**src/rtl/ravenoc_pkg.sv**
```systemverilog
// ravenoc_pkg: flit-type encoding, grant FSM states and default widths shared by the packet path.
package ravenoc_pkg;
  localparam int N_INPUTS_DEF = 4;
  localparam int FLIT_WIDTH_DEF = 34;
  typedef enum logic [1:0] {HEAD = 2'b00, BODY = 2'b01, TAIL = 2'b10, HEAD_TAIL = 2'b11} flit_type_t;
  typedef enum logic {IDLE, LOCKED} state_t;
  // The type field always occupies the two most significant bits of a flit.
  function automatic logic is_head(logic [1:0] t);
    return t == HEAD || t == HEAD_TAIL;
  endfunction
  function automatic logic is_tail(logic [1:0] t);
    return t == TAIL || t == HEAD_TAIL;
  endfunction
endpackage

```
**src/rtl/flit_out_reg.sv**
```systemverilog
// flit_out_reg: single-entry valid/ready pipeline register, full throughput with hold on stall.
module flit_out_reg #(
  parameter int W = 34
) (
  input  logic         clk,
  input  logic         rst,
  input  logic [W-1:0] in_data,
  input  logic         in_valid,
  output logic         in_ready,
  output logic [W-1:0] data,
  output logic         valid,
  input  logic         out_ready
);
  logic load;
  assign in_ready = !valid || out_ready;
  assign load = in_valid && in_ready;
  always_ff @(posedge clk) begin
    if (rst) begin
      data <= '0;
      valid <= 1'b0;
    end else if (load) begin
      data <= in_data;
      valid <= 1'b1;
    end else if (out_ready) begin
      valid <= 1'b0;
    end
  end
  a_hold: assert property (@(posedge clk) disable iff (rst) valid && !out_ready |=> valid && $stable(data));
endmodule

```
**src/rtl/pkt_grant_ctrl.sv**
```systemverilog
// pkt_grant_ctrl: locks onto the arbiter-granted input for one whole packet and forwards its flits.
// Priority advances via update_o when the packet's tail is accepted.
module pkt_grant_ctrl
  import ravenoc_pkg::*;
#(
  parameter int N_OF_INPUTS = N_INPUTS_DEF,
  parameter int FLIT_WIDTH = FLIT_WIDTH_DEF
) (
  input  logic                              clk,
  input  logic                              arst,
  input  logic [N_OF_INPUTS*FLIT_WIDTH-1:0] in_flit_i,
  input  logic [N_OF_INPUTS-1:0]            in_valid_i,
  output logic [N_OF_INPUTS-1:0]            in_ready_o,
  output logic [N_OF_INPUTS-1:0]            req_o,
  input  logic [N_OF_INPUTS-1:0]            grant_i,
  output logic                              update_o,
  output logic [FLIT_WIDTH-1:0]             out_flit_o,
  output logic                              out_valid_o,
  input  logic                              out_ready_i,
  output logic                              pkt_err_o
);
  localparam int SW = (N_OF_INPUTS > 1) ? $clog2(N_OF_INPUTS) : 1;
  state_t state, next_state;
  logic [SW-1:0] sel, next_sel, gidx;
  logic [FLIT_WIDTH-1:0] sel_flit;
  logic [1:0] sel_type;
  logic locked, idle, grant_ok, sel_valid, sel_ready, load;
  // Combinational outputs are forced low while reset is held, not just after the edge.
  assign locked = state == LOCKED && !arst;
  assign idle = state == IDLE && !arst;
  assign sel_flit = in_flit_i[sel*FLIT_WIDTH +: FLIT_WIDTH];
  assign sel_type = sel_flit[FLIT_WIDTH-1 -: 2];
  assign sel_valid = locked && in_valid_i[sel];
  assign load = sel_valid && sel_ready;
  assign update_o = load && is_tail(sel_type);
  assign in_ready_o = locked ? N_OF_INPUTS'(sel_ready) << sel : '0;
  assign grant_ok = idle && $onehot(grant_i) && |(grant_i & req_o);
  always_comb begin
    req_o = '0;
    gidx = '0;
    for (int i = 0; i < N_OF_INPUTS; i++) begin
      req_o[i] = idle && in_valid_i[i] && is_head(in_flit_i[i*FLIT_WIDTH + FLIT_WIDTH-1 -: 2]);
      if (grant_i[i]) gidx = SW'(i);
    end
  end
  always_comb begin
    next_state = state;
    next_sel = sel;
    if (grant_ok) begin
      next_state = LOCKED;
      next_sel = gidx;
    end else if (update_o) begin
      next_state = IDLE;
    end
  end
  always_ff @(posedge clk) begin
    if (arst) begin
      state <= IDLE;
      sel <= '0;
      pkt_err_o <= 1'b0;
    end else begin
      state <= next_state;
      sel <= next_sel;
      pkt_err_o <= pkt_err_o || (load && sel_type == HEAD);
    end
  end
  flit_out_reg #(.W(FLIT_WIDTH)) u_out (
    .clk(clk),
    .rst(arst),
    .in_data(sel_flit),
    .in_valid(sel_valid),
    .in_ready(sel_ready),
    .data(out_flit_o),
    .valid(out_valid_o),
    .out_ready(out_ready_i)
  );
  a_grant: assert property (@(posedge clk) disable iff (arst) $onehot0(grant_i));
endmodule

```
**config.mk**
```make
export PLATFORM = sky130hd
export DESIGN_NAME = pkt_grant_ctrl
export DESIGN_NICKNAME = d
export VERILOG_FILES = /design/src/rtl/ravenoc_pkg.sv /design/src/rtl/flit_out_reg.sv /design/src/rtl/pkt_grant_ctrl.sv
export SDC_FILE = /design/constraint.sdc
export NUM_CORES = 1
export LEC_CHECK = 0
export ABC_AREA = 1
export CAP_MARGIN = 10
export CORE_UTILIZATION = 38
export CTS_CLUSTER_SIZE = 10
export DETAILED_ROUTE_END_ITERATION = 8
export GPL_ROUTABILITY_DRIVEN = 1
export HOLD_SLACK_MARGIN = 0.06
export PLACE_DENSITY = 0.88
export REMOVE_ABC_BUFFERS = 1
export SLEW_MARGIN = 0
export SYNTH_ARGS = -nofsm -noshare
export SYNTH_HDL_FRONTEND = slang
export SYNTH_SLANG_ARGS = --single-unit
```
**constraint.sdc**
```tcl
create_clock -name clk -period 4.4 [get_ports clk]
set_clock_uncertainty 0.2 [all_clocks]
set_input_delay 0.88 -clock clk [delete_from_list [all_inputs] [get_ports clk]]
set_output_delay 0.88 -clock clk [all_outputs]
set_load 0.01 [all_outputs]
```
Yosys cells after proc, flatten, opt, wreduce, memory -nomap -nowiden
Cells that the tools add are included.
{"block": "op_classes", "add_sub_neg": 3, "mul": 1, "n_lt_le_gt_ge": 1, "n_eq_ne": 7, "shifts": 2, "n_mux": 10, "bitwise_logic": 2, "reduce_logical": 33}
{"operator": "$shiftx A136 B9 Y34", "n": 1}
{"operator": "$logic_and A1 B1 Y1", "n": 16}
{"operator": "$eq A2 B2 Y1 const B", "n": 6}
{"operator": "$logic_not A2 Y1", "n": 5}
{"operator": "$logic_or A1 B1 Y1", "n": 7}
{"operator": "$mul A2 B5 Y7 const B", "n": 1}
{"operator": "$mux W1", "n": 6}
{"operator": "$add A1 B1 Y2", "n": 2}
{"operator": "$and A4 B4 Y4", "n": 1}
{"operator": "$mux W2", "n": 2}
{"operator": "$mux W4", "n": 1}
{"operator": "$reduce_bool A2 Y1", "n": 2}
{"operator": "$reduce_or A4 Y1", "n": 1}
{"operator": "$shl A1 B2 Y4", "n": 1}
{"operator": "$add A2 B2 Y3", "n": 1}
{"operator": "$eq A3 B1 Y1 const B", "n": 1}
{"operator": "$lt A2 B3 Y1 const B", "n": 1}
{"operator": "$bmux W1 S2", "n": 1}
{"operator": "$logic_not A1 Y1", "n": 2}
{"operator": "$not A1 Y1", "n": 1}
{"block": "totals", "register_bits": 39, "input_bits": 147}

Depth between registers and ports, before layout
{"block": "depth", "depth_word": 8, "ltp_mapped": 10}

Hierarchy
From an unflattened synthesis, not the netlist that was laid out.
{"block": "unflattened", "hier_cells": 517, "area_unflattened_um2": 3120.5}
{"mod": "flit_out_reg", "instances": 1, "cells_per_inst": 228, "area_per_inst_um2": 1645.3, "seq_area_each_um2": 700.7}
{"mod": "pkt_grant_ctrl", "instances": 1, "cells_per_inst": 289, "area_per_inst_um2": 1475.2, "seq_area_each_um2": 80.1}

Worst setup path before layout
OpenSTA, ideal clock, no wires.
{"block": "synth_timing", "path_type": "input to register", "from": "input grant_i[0]", "to": "register sel[1]", "arrival_ns": 2.590, "required_ns": 4.136, "path_slack_ns": 1.547, "path_stages": 10, "n_path_buf": 0, "path_cell_list": "inv_1 > fa_1 > inv_1 > ha_1 > ha_1 > nor4_2 > inv_1 > nor2_1 > nor2_1 > nor2_1"}
{"block": "synth_via", "elab_chain_cells": 5}
{"element": "start, declared", "line_no": "pkt_grant_ctrl.sv:15", "source": "input logic [N_OF_INPUTS-1:0] grant_i,"}
{"element": "$add A1 B1 Y2 (implied by the code)", "line_no": "pkt_grant_ctrl.sv:37", "source": "assign grant_ok = idle && $onehot(grant_i) && |(grant_i & req_o);"}
{"element": "$add A2 B2 Y3 (implied by the code)", "line_no": "pkt_grant_ctrl.sv:37"}
{"element": "$eq A3 B1 Y1", "line_no": "pkt_grant_ctrl.sv:37"}
{"element": "$logic_and A1 B1 Y1", "line_no": "pkt_grant_ctrl.sv:37"}
{"element": "$logic_and A1 B1 Y1 *", "line_no": "pkt_grant_ctrl.sv:37"}
{"element": "end signal, assigned", "line_no": "pkt_grant_ctrl.sv:63", "source": "sel <= next_sel;"}
{"element": "end, declared", "line_no": "pkt_grant_ctrl.sv:24", "source": "logic [SW-1:0] sel, next_sel, gidx;"}
Every way passes the cells marked *; elsewhere a longest branch is shown, timed or not.
A chain may end at the register's enable or synchronous reset.

Final worst setup path
{"block": "layout_timing", "from": "input arst", "to": "output update_o"}
{"block": "layout_via", "elab_chain_cells": 5}
{"element": "start, declared", "line_no": "pkt_grant_ctrl.sv:10", "source": "input logic arst,"}
{"element": "$logic_not A1 Y1", "line_no": "pkt_grant_ctrl.sv:29", "source": "assign locked = state == LOCKED && !arst;"}
{"element": "$logic_and A1 B1 Y1", "line_no": "pkt_grant_ctrl.sv:29"}
{"element": "$logic_and A1 B1 Y1", "line_no": "pkt_grant_ctrl.sv:33", "source": "assign sel_valid = locked && in_valid_i[sel];"}
{"element": "$logic_and A1 B1 Y1", "line_no": "pkt_grant_ctrl.sv:34", "source": "assign load = sel_valid && sel_ready;"}
{"element": "$logic_and A1 B1 Y1", "line_no": "pkt_grant_ctrl.sv:35", "source": "assign update_o = load && is_tail(sel_type);"}
{"element": "end, declared", "line_no": "pkt_grant_ctrl.sv:16", "source": "output logic update_o,"}
No other way between the ends.

==> flow_summary.yaml <==
synthesis:
  syn_area_mm2: 0.00269
  synth_adder_area_share_pct: 1.68
  synth_cells: 439
  ys.flop_type: "dfxtp_1"
  synth.top_cell.area_share_pct: 29.1
  ys_top_cells_by_area: "dfxtp_1, nor2_1, o21ai_0"
  synth-compound-area-share_pct: 28.4
  synth_area_leader_cell: "dfxtp_1"
  synthArstFlopShare_pct: 0
  synth-seq-cells: 39
  syn_avg_cell_area_um2: 6.12
  synth_edf_count: 0
  yosysSeqAreaShare_pct: 29.1
  synthXorXnorAreaFrac_pct: 0
  synth_top_family_by_area: "simple AND/OR/NAND/NOR gates"
  synth_cell_types: 22
  synth-simple-area-share_pct: 28.5
  yosys_warnings: 0
  muxShareOfSynthArea_pct: 0
route:
  wire_per_inst_um: 13.3
  vias_per_cell: 5.01
  dr_total_vias: 3555
  routed_wl_mm: 9.46
  drt-pass1-iter-count: 4
  drtIter0Drc: 119
  drc: 0
  drtAntennaViolNets: 0
finish:
  synthToLayoutAreaGrowth_pct: 73.3
  diodes: 0
  layout.nets: 762
  drive_above_1_share_pct: 4.24
  layout_commonest_cell: "clkdlybuf4s50_1"
  most-common-layout-cells: "clkdlybuf4s50_1, nor2_1, o21ai_0"
  final_util_pct: 68.5
  stdcell_count: 709
die:
  core-area_mm2: 0.00679
  die_w_um: 86.1
  start_util_pct: 39.5
  row_count: 30
  die_area_mm2: 0.00741
  chipHeight_um: 86.1
  num_io_pins: 192
sta:
  rsz0062_at_grt: "false"
  finalSetupViolations: 0
  fin_tns_setup_ns: 0
  timing_hold_violations_final: 0
  max_slew_margin_pct: 58.9
  worst_pin_slew_ns: 0.617
  fmax_ghz: 0.264
  fin_crit_sh_pct: 85.9
  period_needed_ns: 3.78
  final.setup.worst_slack_ns: 0.619
  drv_slew: 0
global_route:
  antenna_found_initial: 0
  grt_pass1_wl_mm: 15.1
  grt.overflow.total: 0
  grt.total_usage_pct: 25.5
  grt_max_degree: 65
  grt_pass1_vias: 3461
setup_path:
  cp_top_family: "buffers and inverters"
  worstPathRequired_ns: 3.32
  max_stage_delay_ns: 0.57
  critPathBufInv: 3
  cp-end-kind: "primary output"
  cp_cell_sequence: "clkdlybuf4s50_1, inv_4, nand2_2, nor2_2, nand2_1, nand2_2, nand2_4, nor2_2, clkdlybuf4s50_1"
  start_kind: "input port"
  cp_max_fo: 17
  arrival_ns: 2.70
  timing.critical_path.slowest_stage_cell: "clkdlybuf4s50_1"
  path_class: "in2out"
job:
  maxCapViolCount: 0
worst_hold_path:
  hp-class: "reg2reg"
place:
  hpwl_mm: 7.22
  post-place-ws_ns: 0.610
  placed_cells: 701
  portBuffers: 191
  gp_congestion: 0.812
clocking:
  clockBufferDepth: 2
  htreeDepth: 2
  cts-resized-gates: 0
  postCtsSetupRepairBufs: 0
  cts_tree: "done"
  cts.clk_slew.worst_paths_ns: 0.07
  numCtsBuffers: 5
  cts.root.buffer_cell: "clkbuf_8"
  cts_sinks: 39
  hold_buffers: 0
  worstSkewPairLatency_ns: 0.27
pwr:
  max-vdd-ir-drop_uv: 116
  p_leak_nw: 1.81
  power_density_mw_per_mm2: 194
status:
  status: "finished, final reports clean"
[synthesized netlist by cell type, types with 2 or more instances]
library cell	instances
nor2_1	145
o21ai_0	54
o21ai_1	49
dfxtp_1	39
o22ai_1	33
nand2_1	28
inv_1	27
clkbuf_1	12
buf_6	10
a21oi_1	8
nand3_1	7
buf_2	5
and2_1	4
buf_4	4
nor2_2	3
ha_1	2
inv_2	2
inv_4	2
nand2_2	2
[layer usage]
metal	part of all wire (%)	up-vias	track usage, %	routed length [um]
li1	-	1802	-	-
met5	0	-	0	0
met1	39	1611	26.0	3720
met3	7.0	14	6.64	660
met2	52	128	49.6	4910
met4	1.8	0	8.48	166
[power breakdown]
group          total, mW  internal [mW]  leakage [nW]  switching, mW
clock              0.261          0.143        0.0505          0.119
combinational      0.274          0.169          1.44          0.104
sequential         0.367          0.361         0.315        0.00594
total              0.901          0.672          1.81          0.229
[tightest hold or removal path, cell delays in order (launching register included)]
cell and delay (ns):
dfxtp_1 0.31, inv_1 0.04, a21oi_1 0.05
[state kept, by name (all words and copies together), names as in the netlist]
name and flops:
u_out.data 34, pkt_err_o 1, state 1, sel 2, u_out.valid 1
[final cells by class]
| class | instances | area (um^2) |
|---|---|---|
| well taps | 96 | 120 |
| clock inverters | 1 | 7.51 |
| clock buffers | 7 | 96.3 |
| fillers | 611 | 2140 |
| flip-flops and latches | 39 | 782 |
| multi-input cells | 338 | 1570 |
| repair buffers | 197 | 1960 |
| inverters | 31 | 121 |
[worst paths after layout]
kind,startpoint,to,slack (ns),cells after the start
hold reg to reg,pkt_err_o,pkt_err_o,0.25,2
setup reg to reg,sel[1],u_out.data[32],2.13,9
setup / recovery,arst,update_o,0.62,9
hold / removal,pkt_err_o,pkt_err_o,0.25,2
[cell families after synthesis]
| kind of cell | after synthesis |
|---|---|
| buf+inv | 62 |
| simple gates | 191 |
| fa+ha+maj | 3 |
| compound gates | 144 |
| flops | 39 |
[per-stage QoR]
step           cell area [um^2]  hold WS, ns  total power [mW]
4_1_cts                    4660        0.251             0.908
5_1_grt                    4660        0.286             0.955
6_report                   4660        0.249             0.901
3_3_place_gp               4550        0.241             0.642
3_5_place_dp               4550        0.243             0.649
2_1_floorplan              2470        0.268             0.471
Note: power is estimated with default switching activity, not from simulation.
